`config.mk`:
```
export PLATFORM = sky130hd
export DESIGN_NAME = multimult_lane_acc
export DESIGN_NICKNAME = d
export VERILOG_FILES = /design/src/rtl/multimult_lane_acc.sv
export SDC_FILE = /design/constraint.sdc
export NUM_CORES = 1
export LEC_CHECK = 0
export ABC_AREA = 1
export BUFFER_PORTS_ARGS = -buffer_cell sky130_fd_sc_hd__buf_2
export CAP_MARGIN = 20
export CORE_ASPECT_RATIO = 1.5
export CORE_UTILIZATION = 60
export DETAILED_ROUTE_END_ITERATION = 6
export GPL_TIMING_DRIVEN = 0
export PLACE_DENSITY = 0.93
export SETUP_SLACK_MARGIN = 0.05
export SLEW_MARGIN = 40
export SYNTH_ARGS = -nofsm -noshare
export SYNTH_HDL_FRONTEND = slang
export SYNTH_SLANG_ARGS = --single-unit
```
`constraint.sdc`:
```
create_clock -name CLK -period 4.2 [get_ports CLK]
set_input_delay 0.42 -clock CLK [delete_from_list [all_inputs] [get_ports CLK]]
set_output_delay 0.42 -clock CLK [all_outputs]
set_load 0.03 [all_outputs]
```
`src/rtl/multimult_lane_acc.sv`:
```
// multimult_lane_acc
//   Lane accumulator behind the SIMD multiplier array. Each accepted beat
//   carries four signed lane partial sums (12/12/12/9 bits). The block
//   sign-extends them and adds them into four saturating ACC_W-bit
//   accumulators. After cfg_len beats it loads the four dot products into a
//   valid/ready output register. A cfg_len of 0 counts as 1.
//
// Ports
//   CLK, RST   clock, synchronous active-high reset
//   clr        abort the partial group; a pending result is untouched
//   cfg_len    beats per group, latched on the first beat of a group
//   in_valid   input beat handshake (with in_ready)
//   in_ready   low only while the output register is full and not draining
//   Y          packed lanes L0=Y[11:0] L1=Y[23:12] L2=Y[35:24] L3=Y[44:36]
//   out_valid  output handshake (with out_ready)
//   out_ready
//   out_data   lane n result in [n*ACC_W +: ACC_W]
//   out_ovf    per-lane saturation flag for the reported group
//
// state   | meaning
// --------+------------------------------------------------------------
// S_IDLE  | no partial group; next accepted beat starts a new group
// S_ACCUM | group in progress; rem_q beats still to come

module multimult_lane_acc #(
   parameter int ACC_W = 20,
   parameter int CNT_W = 8
) (
   input  logic               CLK,
   input  logic               RST,
   input  logic               clr,
   input  logic [CNT_W-1:0]   cfg_len,
   input  logic               in_valid,
   output logic               in_ready,
   input  logic [44:0]        Y,
   output logic               out_valid,
   input  logic               out_ready,
   output logic [4*ACC_W-1:0] out_data,
   output logic [3:0]         out_ovf
);

   typedef enum logic {S_IDLE = 1'b0, S_ACCUM = 1'b1} state_t;

   localparam logic signed [ACC_W-1:0] SAT_MAX = {1'b0, {(ACC_W-1){1'b1}}};
   localparam logic signed [ACC_W-1:0] SAT_MIN = {1'b1, {(ACC_W-1){1'b0}}};

   state_t               state_q, state_d;
   logic [CNT_W-1:0]     rem_q, rem_d;
   logic signed [ACC_W-1:0] acc_q [4];
   logic signed [ACC_W-1:0] acc_d [4];
   logic [3:0]           ovf_q, ovf_d;
   logic                 out_valid_q, out_valid_d;
   logic [4*ACC_W-1:0]   out_data_q, out_data_d;
   logic [3:0]           out_ovf_q, out_ovf_d;

   logic signed [ACC_W:0]   lane_x [4];
   logic signed [ACC_W-1:0] base   [4];
   logic signed [ACC_W:0]   sum    [4];
   logic signed [ACC_W-1:0] sat_v  [4];
   logic [3:0]           clamp;
   logic [CNT_W-1:0]     len_eff;
   logic                 final_beat;
   logic                 accept;

   assign in_ready  = !RST && !(out_valid_q && !out_ready);
   assign out_valid = out_valid_q;
   assign out_data  = out_data_q;
   assign out_ovf   = out_ovf_q;

   assign len_eff    = (cfg_len == '0) ? CNT_W'(1) : cfg_len;
   assign final_beat = (state_q == S_IDLE) ? (len_eff == CNT_W'(1)) : (rem_q == CNT_W'(1));
   assign accept     = in_valid && in_ready && !clr;

   // One guard bit is enough: |lane| <= 2^11 <= 2^(ACC_W-1) since ACC_W >= 12.
   always_comb begin
      lane_x[0] = {{(ACC_W-11){Y[11]}}, Y[11:0]};
      lane_x[1] = {{(ACC_W-11){Y[23]}}, Y[23:12]};
      lane_x[2] = {{(ACC_W-11){Y[35]}}, Y[35:24]};
      lane_x[3] = {{(ACC_W-8){Y[44]}},  Y[44:36]};
      for (int n = 0; n < 4; n++) begin
         base[n]  = (state_q == S_ACCUM) ? acc_q[n] : '0;
         sum[n]   = {base[n][ACC_W-1], base[n]} + lane_x[n];
         clamp[n] = sum[n][ACC_W] ^ sum[n][ACC_W-1];
         if (clamp[n])
            sat_v[n] = sum[n][ACC_W] ? SAT_MIN : SAT_MAX;
         else
            sat_v[n] = sum[n][ACC_W-1:0];
      end
   end

   always_comb begin
      state_d     = state_q;
      rem_d       = rem_q;
      acc_d       = acc_q;
      ovf_d       = ovf_q;
      out_valid_d = out_valid_q;
      out_data_d  = out_data_q;
      out_ovf_d   = out_ovf_q;

      if (out_valid_q && out_ready)
         out_valid_d = 1'b0;

      if (clr) begin
         state_d = S_IDLE;
         rem_d   = '0;
         ovf_d   = '0;
         for (int n = 0; n < 4; n++) acc_d[n] = '0;
      end else if (accept) begin
         if (final_beat) begin
            for (int n = 0; n < 4; n++) begin
               out_data_d[n*ACC_W +: ACC_W] = sat_v[n];
               acc_d[n] = '0;
            end
            out_ovf_d   = ((state_q == S_IDLE) ? 4'b0 : ovf_q) | clamp;
            out_valid_d = 1'b1;
            ovf_d       = '0;
            rem_d       = '0;
            state_d     = S_IDLE;
         end else begin
            acc_d   = sat_v;
            ovf_d   = ((state_q == S_IDLE) ? 4'b0 : ovf_q) | clamp;
            rem_d   = ((state_q == S_IDLE) ? len_eff : rem_q) - CNT_W'(1);
            state_d = S_ACCUM;
         end
      end
   end

   always_ff @(posedge CLK) begin
      if (RST) begin
         state_q     <= S_IDLE;
         rem_q       <= '0;
         ovf_q       <= '0;
         out_valid_q <= 1'b0;
         out_data_q  <= '0;
         out_ovf_q   <= '0;
         for (int n = 0; n < 4; n++) acc_q[n] <= '0;
      end else begin
         state_q     <= state_d;
         rem_q       <= rem_d;
         ovf_q       <= ovf_d;
         out_valid_q <= out_valid_d;
         out_data_q  <= out_data_d;
         out_ovf_q   <= out_ovf_d;
         for (int n = 0; n < 4; n++) acc_q[n] <= acc_d[n];
      end
   end

endmodule

```
==> results of run 1 <==
==> logic make-up (layout without fill, tap and decap cells) <==
logic type	after synthesis	after routing	share of synthesized area, %
multiplexers	4	4	0.320
buffers and inverters	337	509	11.3
adder cells (fa/ha/maj)	92	92	9.44
XOR/XNOR	26	26	1.82
flip-flops	178	178	28.5
AO/OA/AOI/OAI	442	442	19.9
AND/OR/NAND/NOR	870	870	28.8
==> metrics by stage <==
step | total power, uW | util (%) | worst slack, ns | std cells | instance area, um2
finish | 3830 | 69.6 | 0.311 | 2385 | 14200
global route | 3940 | 69.6 | 0.0272 | 2385 | 14200
CTS | 3800 | 69.2 | 0.0599 | 2385 | 14100
detailed placement | 2260 | 66.4 | -1.17 | 2356 | 13600
global placement | 2260 | 66.4 | -1.07 | 2356 | 13600
floorplan | 2090 | - | 0.355 | 1949 | 12500
==> worst max-delay path, cell delays in order (launching register included) <==
cell     delay, ns
dfxtp_2       0.39
buf_12        0.18
buf_2         0.25
nand2_1       0.07
inv_1         0.07
ha_1          0.22
inv_1         0.07
fa_1          0.38
inv_1         0.10
nand2_1       0.09
o21ai_2       0.20
nand4_1       0.17
nand4_1       0.20
nand2_1       0.11
ha_2          0.50
nand3_4       0.18
buf_2         0.24
nand2_1       0.16
nand2_1       0.09
a21oi_1       0.13
==> power by group through the flow <==
stage,registers (uW),logic [uW],clock network [uW]
final,1710,547,1570
after global routing,1710,597,1630
after CTS,1710,526,1570
after detailed placement,1750,517,0
after global placement,1750,511,0
after floorplan,1750,343,0
==> registers in the layout, summed over array words and instances (netlist names) <==
register	count
ovf_q	4
rem_q	8
out_valid	1
acc_q	80
out_data	80
state_q	1
out_ovf	4
==> cell type report <==
class	count	area [um2]
multi-input cells	1434	7590
fillers	1786	6210
flip-flops and latches	178	3560
inverters	259	972
repair buffers	143	716
plain buffers	75	467
clock buffers	17	425
well taps	264	330
clock inverters	15	141
==> synth_stat cells, drive strengths merged <==
cell | n | area, um2
a21o | 7 | 52.6
o21a | 28 | 210
or2 | 22 | 138
ha | 88 | 1100
o21bai | 58 | 435
xor2 | 21 | 184
nor3 | 9 | 45.0
a31oi | 6 | 37.5
dfxtp | 178 | 3560
o211ai | 3 | 22.5
inv | 259 | 972
o22ai | 1 | 6.26
nand4 | 15 | 100
nor4 | 7 | 43.8
a211oi | 2 | 15.0
and2 | 4 | 25.0
mux2i | 4 | 40.0
fa | 4 | 80.1
nand2 | 617 | 2320
a22oi | 8 | 60.1
clkbuf | 41 | 154
buf | 37 | 282
and3 | 2 | 12.5
xnor2 | 5 | 43.8
nand3b | 15 | 113
o21ai | 144 | 724
nand3 | 83 | 430
nor2 | 96 | 373
a21oi | 185 | 926
==> what timing repair did <==
| action | CTS | global route |
|---|---|---|
| pin swaps | 0 | 1 |
| resized for setup | 18 | 29 |
| endpoints found under the setup margin | 129 | 100 |
| hold buffers | 0 | 0 |
==> per-layer routing <==
| layer | track usage (%) | vias to the layer above | wire, um |
|---|---|---|---|
| li1 | - | 6619 | - |
| met1 | 39.2 | 6066 | 14600 |
| met2 | 65.4 | 595 | 19200 |
| met3 | 4.96 | 168 | 2400 |
| met4 | 25.7 | 0 | 2670 |
| met5 | 0 | - | 0 |
==> placed cells by master (no fill, tap or decap), types with 28 or more instances in the layout <==
cell | Yosys | routed
a21oi_1 | 185 | 184
ha_1 | 88 | 86
dfxtp_1 | 178 | 177
o21a_1 | 28 | 28
o21bai_1 | 58 | 58
inv_1 | 256 | 255
nand2_1 | 617 | 617
nor2_1 | 93 | 93
nand3_1 | 80 | 80
clkbuf_1 | 41 | 28
o21ai_0 | 78 | 73
o21ai_1 | 65 | 66
buf_2 | 21 | 164
==> worst max-delay path by stage <==
stage | from | end | depth (start not counted)
after floorplan | state_q | out_data[43] | 22
after global placement | state_q | out_data[63] | 22
after detailed placement | state_q | out_data[63] | 22
after CTS | state_q | acc_q[3] | 23
after global routing | state_q | acc_q[48] | 23
final | state_q | acc_q[36] | 19
==> metrics.cfg, run 1 <==
[critical_path]
worstPathRequired_ns = 4.57
worstPathMaxFanout = 19
startpoint_type = register
reg2reg_depth = 19
regToRegSetupSlack_ns = 0.31
arrival_ns = 4.26
timing.rr.start = state_q
end_kind = register
r2r-end = acc_q[36]
worstSetupPathType = reg2reg

[grt]
overflow = 0
grt_pass1_wl_mm = 61.5
track_usage_pct = 36.4
grt_pass1_vias = 12800
antenna_found_initial = 0
grt_max_degree = 20

[sta]
max_freq_mhz = 257
rsz0062_at_grt = yes
period_minus_slack_ns = 3.89
clock_skew_ns = 0.00888
max_slew.worst_pin.slew_ns = 0.708
finalCritPeriodShare_pct = 92.6
hold_ws_ns = 0.218
finalSetupViolations = 0
hold_viol = 0
relSlewSlack_pct = 52.8
drv_slew = 0
tns_ns = 0

[power_and_ir_drop]
power_switching_uw = 1180
seqPwrFrac_pct = 44.6
switching_share_pct = 30.7
p_clk_share_pct = 41.1
p_int_uw = 2650
combinationalPowerShare_pct = 14.3
max-vdd-ir-drop_mv = 0.282
p_leak_uw = 0.00803
powerDensity_nw_per_um2 = 270

[placement]
dp.final_hpwl_mm = 30.8
gp_congestion = 0.990
io_buffers = 143

[floorplanning]
dieArea_um2 = 21400
core_um2 = 20400
die_w_um = 120
rows = 64
initial_utilization_pct = 61.2
fp.dieH_um = 179
io_pins = 144

[synth]
synth_cells = 1949
syn_avg_cell_area_um2 = 6.42
ys_ff_latch = 178
netlist-cell-type-count = 41
syn-num-nets = 2099
yosysSeqAreaShare_pct = 28.5
synthesis.area_um2 = 12500
ys_warn_count = 0

[final_layout]
synthToLayoutAreaGrowth_pct = 13.6
final_nets = 2258
diodes = 0
drive_gt1_share_pct = 12.3

[clock_network]
clockRootBuffer = clkbuf_16
post_cts_buffers = 0
clkSlewWorstSetupHoldPaths_ns = 0.07
cts_buffers = 17
tritoncts = yes
cts_max_level = 4
cts.sinks = 178
clk_path_buf_depth = 2
worst_skew_pair.late_latency_ns = 0.45

[min_path]
hold_class = in2reg
min_to = out_valid
holdPathStages = 2
min_from = RST

[drt]
via_per_inst = 5.64
wl_mm = 38.9
wl_per_cell_um = 16.3
num_vias = 13400
drtIter0Drc = 1001
drc = 1
ant_nets = 0
first_pass_iters = 7

[flow_run]
maxCapViolCount = 0

[status]
run_status = complete, but fails checks
violations = design-rule violations

Note: power is estimated with default switching activity, not from simulation.
==> run 2: changes to the inputs <==
Settings changed: CORE_UTILIZATION 60 to 35, PLACE_DENSITY 0.93 to 0.63.
Clock period 4.2 ns to 3.58 ns, I/O delays scaled along.
==> metrics.cfg, run 2 (same netlist as run 1, synthesis figures left out) <==
[drt]
drc = 0  ; -1
num_vias = 13000  ; -3.0%
wl_per_cell_um = 15.8  ; -3.0%
via_per_inst = 4.94  ; -12%
ant_nets = 0  ; unchanged
drtIter0Drc = 685  ; -32%
first_pass_iters = 5  ; -2
wl_mm = 41.8  ; +7.4%

[min_path]
holdPathStages = 2  ; unchanged
hold_class = in2reg

[floorplanning]
fp.dieH_um = 234  ; +31%
dieArea_um2 = 36500  ; +70%
io_pins = 144  ; unchanged
die_w_um = 156  ; +30%
initial_utilization_pct = 35.6  ; -26 points
rows = 84  ; +31%
core_um2 = 35100  ; +72%

[sta]
hold_viol = 0  ; unchanged
hold_ws_ns = 0.107  ; -0.110 ns
drv_slew = 0  ; unchanged
rsz0062_at_grt = yes
max_freq_mhz = 291  ; +13%
finalSetupViolations = 0  ; unchanged
clock_skew_ns = 0.0145  ; +0.00561 ns
max_slew.worst_pin.slew_ns = 0.766  ; +0.0577 ns
relSlewSlack_pct = 49.0  ; -3.8 points
finalCritPeriodShare_pct = 95.8  ; +3.2 points
fin_ws_ns = 0.149  ; -0.162 ns
period_minus_slack_ns = 3.43  ; -0.458 ns

[clock_network]
cts_max_level = 4  ; unchanged
clk_path_buf_depth = 2  ; unchanged
worst_skew_pair.late_latency_ns = 0.46  ; about the same
tritoncts = yes
cts.sinks = 178  ; unchanged
cts_buffers = 17  ; unchanged
clkSlewWorstSetupHoldPaths_ns = 0.07  ; about the same
clockRootBuffer = clkbuf_16

[grt]
antenna_found_initial = 3  ; +3
grt_pass1_wl_mm = 64.5  ; +4.8%
track_usage_pct = 22.9  ; -14 points
grtUsageMet3_pct = 3.99  ; -0.97 points
grt_pass1_vias = 12600  ; -1.7%
grt_max_degree = 17  ; -15%
use_met2_pct = 42.6  ; -23 points
overflow = 0  ; unchanged
busiest_layer = met2
met1_usage_pct = 24.8  ; -14 points

[final_layout]
diodes = 0  ; unchanged
stdcell_count = 2641  ; +11%
final_nets = 2307  ; +2.2%
final_common_cell = nand2_1
synthToLayoutAreaGrowth_pct = 24.7
final_cell_mix = 585 x nand2_1, 245 x inv_1, 177 x dfxtp_1, 171 x a21oi_1, 161 x buf_2
drive_gt1_share_pct = 18.9  ; +6.6 points
nFillCells = 3764  ; +110%

[power_and_ir_drop]
p_int_uw = 3170  ; +20%
p_leak_uw = 0.00835  ; +4.0%
p_clk_share_pct = 38.6  ; -2.5 points
switching_share_pct = 29.4  ; -1.3 points
powerDensity_nw_per_um2 = 288  ; +6.9%
power_switching_uw = 1320  ; +12%
power.total_uw = 4490  ; +17%
max-vdd-ir-drop_mv = 0.367  ; +30%
seqPwrFrac_pct = 44.6  ; about the same
combinationalPowerShare_pct = 16.8  ; +2.5 points

[critical_path]
worstPathMaxFanout = 10  ; -9
end_kind = register
worstSetupPathType = reg2reg
worstPathRequired_ns = 3.89  ; -0.68 ns
reg2reg_depth = 23  ; +4
arrival_ns = 3.74  ; -0.52 ns
startpoint_type = register

[flow_run]
maxCapViolCount = 0  ; unchanged

[placement]
gp_congestion = 0.952  ; -3.8%
dp.final_hpwl_mm = 32.5  ; +5.4%
io_buffers = 143  ; unchanged
dp.cells = 2565  ; +8.9%
dp_slack_ns = -1.38  ; -0.216 ns

[status]
run_status = finished clean

## run 2: cell count changes in the layout (fill, tap and decap cells not counted), sizes merged
cell | before | now
clkinvlp | 6 | 5
buf | 182 | 232
clkbuf | 53 | 54
inv | 267 | 262
clkinv | 1 | 3
## run 2: final timing paths
check,startpoint,end,slack [ns]
max,state_q,acc_q[40],0.15
min,RST,out_valid,0.11
max reg2reg,state_q,acc_q[40],0.15
min reg2reg,rem_q[7],rem_q[7],0.46
## run 2: worst max-delay path: stages, from the launching register on
cell,delay [ns]
dfxtp_4,0.37
buf_12,0.15
buf_8,0.14
nand2_2,0.06
inv_2,0.05
ha_4,0.27
nand2_1,0.06
o21ai_2,0.20
nand2_1,0.09
nand2_2,0.09
nand2_1,0.07
nand2_2,0.08
nand2_2,0.07
nand2_2,0.08
nand3_1,0.07
o211ai_1,0.15
xor2_1,0.29
ha_4,0.28
buf_8,0.14
nand3_4,0.14
buf_12,0.14
nand2_1,0.07
a22oi_1,0.15
nor2_1,0.06
## run 2: per-layer routing
| metal | vias up | routed length, um |
|---|---|---|
| li1 | 6715 | - |
| met2 | 293 | 21300 |
| met3 | 98 | 1920 |
| met5 | - | 44 |
| met4 | 6 | 1870 |
| met1 | 5933 | 16700 |
## run 2: power groups by stage
stage               combinational [uW]  sequential, uW  clock (uW)
finish                             753            2010        1740
global route                       828            2010        1850
CTS                                668            2000        1780
detailed placement                 617            2050           0
global placement                   614            2050           0
floorplan                          404            2050           0
## run 2: cell type report
class                           count  area, um2  area share (%)
Sequential cell                   178       3570            22.9
Timing Repair Buffer              191       1180            7.56
Tap cell                          473        592            3.79
Multi-Input combinational cell   1434       8140            52.2
Clock buffer                       19        443            2.84
Inverter                          259        977            6.27
Buffer                             76        612            3.92
Clock inverter                     11       82.6           0.529
## run 2: what timing repair did
action,CTS,global route
buffers inserted,20,23
hold buffers,0,0
pin swaps,8,39
setup endpoints to repair,166,114
gates resized for setup,72,117
cloned,0,5
## run 2: stage by stage
stage / instance area (um2) / utilization, % / setup TNS (ns)
after floorplan: 12500 / - / 0
after global placement: 13800 / 39.4 / -130.66
after detailed placement: 13800 / 39.4 / -133.91
after CTS: 14800 / 42.2 / 0
after global routing: 15600 / 44.4 / -0.126
final: 15600 / 44.4 / 0
==> run 3: changes to the inputs <==
Settings changed: CELL_PAD_IN_SITES_DETAIL_PLACEMENT set to 1, CELL_PAD_IN_SITES_GLOBAL_PLACEMENT set to 1, PLACE_DENSITY 0.63 to 0.81.
==> metrics.cfg, run 3 (same netlist as run 1, synthesis figures left out) <==
[status]
run_status = finished clean

[final_layout]
seq_area_um2 = 3570  ; unchanged
multi_input_area_um2 = 8160  ; +0.25%
nFillCells = 4674  ; +24%
final_nets = 2319  ; +0.52%
fin_area_um2 = 15800  ; +1.1%
final_common_cell = nand2_1
utilization_pct = 44.9  ; +0.50 points
diodes = 0  ; unchanged
drive_gt1_share_pct = 19.6  ; +0.70 points
synthToLayoutAreaGrowth_pct = 26.1
final_cell_mix = 582 x nand2_1, 248 x inv_1, 177 x dfxtp_1, 166 x a21oi_1, 158 x buf_2

[sta]
finalCritPeriodShare_pct = 99.7  ; +3.9 points
clock_skew_ns = 0.00950  ; -0.00499 ns
fin_ws_ns = 0.0111  ; -0.138 ns
finalSetupViolations = 0  ; unchanged
max_freq_mhz = 280  ; -3.9%
period_minus_slack_ns = 3.57  ; +0.138 ns
max_slew.worst_pin.slew_ns = 0.822  ; +0.0567 ns
hold_viol = 0  ; unchanged
drv_slew = 0  ; unchanged
relSlewSlack_pct = 45.2  ; -3.8 points
rsz0062_at_grt = yes

[floorplanning]
fp.dieH_um = 234  ; unchanged
dieArea_um2 = 36500  ; unchanged
die_w_um = 156  ; unchanged
io_pins = 144  ; unchanged
rows = 84  ; unchanged
core_um2 = 35100  ; unchanged
initial_utilization_pct = 35.6  ; unchanged

[critical_path]
worstSetupPathType = reg2reg
startpoint_type = register
timing.rr.start = state_q
arrival_ns = 3.95  ; +0.21 ns
worstPathMaxFanout = 10  ; unchanged
reg2reg_depth = 20  ; -13%
regToRegSetupSlack_ns = 0.01  ; -0.14 ns
worstPathRequired_ns = 3.97  ; +0.08 ns
r2r-end = acc_q[18]
end_kind = register

[power_and_ir_drop]
p_int_uw = 3240  ; +2.3%
combinationalPowerShare_pct = 17.2  ; +0.4 points
p_leak_uw = 0.00847  ; +1.4%
switching_share_pct = 30.6  ; +1.2 points
powerDensity_nw_per_um2 = 296  ; +2.9%
max-vdd-ir-drop_mv = 0.369  ; +0.33%
power_switching_uw = 1430  ; +8.2%
p_clk_share_pct = 39.9  ; +1.3 points
seqPwrFrac_pct = 42.9  ; -1.7 points

[clock_network]
tritoncts = yes
worst_skew_pair.late_latency_ns = 0.47  ; about the same
clk_path_buf_depth = 2  ; unchanged
cts.sinks = 178  ; unchanged
cts_buffers = 17  ; unchanged
cts_max_level = 4  ; unchanged
clkSlewWorstSetupHoldPaths_ns = 0.07  ; about the same
clockRootBuffer = clkbuf_16

[min_path]
hold_class = in2reg
holdPathStages = 2  ; unchanged
min_to = out_valid
min_from = RST

[drt]
drtIter0Drc = 593  ; -13%
first_pass_iters = 5  ; unchanged
num_vias = 13900  ; +6.3%
drc = 0  ; unchanged
wl_mm = 48.8  ; +17%
ant_nets = 0  ; unchanged
via_per_inst = 5.22  ; +5.8%
wl_per_cell_um = 18.4  ; +16%

[grt]
overflow = 0  ; unchanged
grt_pass1_vias = 14400  ; +14%
grt_max_degree = 17  ; unchanged
track_usage_pct = 25.7  ; +2.8 points
grt_pass1_wl_mm = 72.8  ; +13%
antenna_found_initial = 0  ; -3

[placement]
place_area_um2 = 13800  ; unchanged
io_buffers = 143  ; unchanged
gp_congestion = 0.927  ; -2.7%
dp.final_hpwl_mm = 36.0  ; +11%
dp_slack_ns = -1.38  ; +0.00731 ns

[flow_run]
maxCapViolCount = 0  ; unchanged

-- run 3: how the worst max path moves through the flow --
stage,from,end,slack (ns),depth (start not counted)
detailed placement,state_q,acc_q[11],-1.38,25
floorplan,state_q,acc_q[3],0.07,25
CTS,state_q,acc_q[38],0.006,22
finish,state_q,acc_q[18],0.01,20
global placement,state_q,acc_q[38],-1.35,26
global route,state_q,acc_q[50],-0.08,24
-- run 3: cell type report --
| type | count | area share, % |
|---|---|---|
| well taps | 473 | 3.75 |
| inverters | 259 | 6.24 |
| plain buffers | 76 | 4.00 |
| repair buffers | 202 | 8.03 |
| clock buffers | 21 | 2.98 |
| flip-flops and latches | 178 | 22.6 |
| clock inverters | 11 | 0.603 |
| multi-input cells | 1435 | 51.8 |
-- run 3: timing repair --
| item | in CTS | in global routing |
|---|---|---|
| endpoints found under the setup margin | 166 | 159 |
| setup buffers | 32 | 21 |
| pin swaps | 13 | 40 |
| cloned | 1 | 6 |
| resized for setup | 81 | 120 |
| hold buffers | 0 | 0 |
-- run 3: power groups by stage --
| stage | combinational, uW | sequential [uW] | clock (uW) |
|---|---|---|---|
| after floorplan | 404 | 2050 | 0 |
| after global placement | 618 | 2050 | 0 |
| after detailed placement | 632 | 2050 | 0 |
| after CTS | 694 | 2000 | 1880 |
| after global routing | 869 | 2010 | 1960 |
| final | 804 | 2010 | 1870 |
-- run 3: per-stage QoR --
stage	std cells	hold WS [ns]	power, uW	TNS [ns]
after global placement	2565	0.451	2670	-126.64
after CTS	2629	0.0737	4580	0
after detailed placement	2565	0.456	2680	-133.60
final	2655	0.0879	4670	0
after global routing	2655	0.0915	4840	-1.25
after floorplan	1949	0.427	2450	0
-- run 3: critical path: stages (launching register included) --
cell,delay [ns]
dfxtp_4,0.39
buf_12,0.15
buf_8,0.14
nand2_1,0.06
inv_1,0.05
ha_2,0.30
a21oi_2,0.21
o21ai_0,0.16
a21oi_1,0.32
nand2_2,0.12
nand3_1,0.10
o211ai_1,0.12
xor2_1,0.31
ha_4,0.28
buf_8,0.15
inv_8,0.07
buf_8,0.12
nand3_1,0.10
nand2_2,0.10
nand2_1,0.07
a21oi_2,0.14
-- run 3: metal layers --
layer | vias to the layer above | GRT usage [%] | routed length [um] | part of all wire, %
li1 | 6726 | - | - | -
met1 | 6647 | 26.7 | 18700 | 38
met2 | 341 | 48.9 | 25800 | 53
met3 | 155 | 3.34 | 1820 | 3.7
met4 | 0 | 14.9 | 2520 | 5.2
met5 | - | 0 | 0 | 0
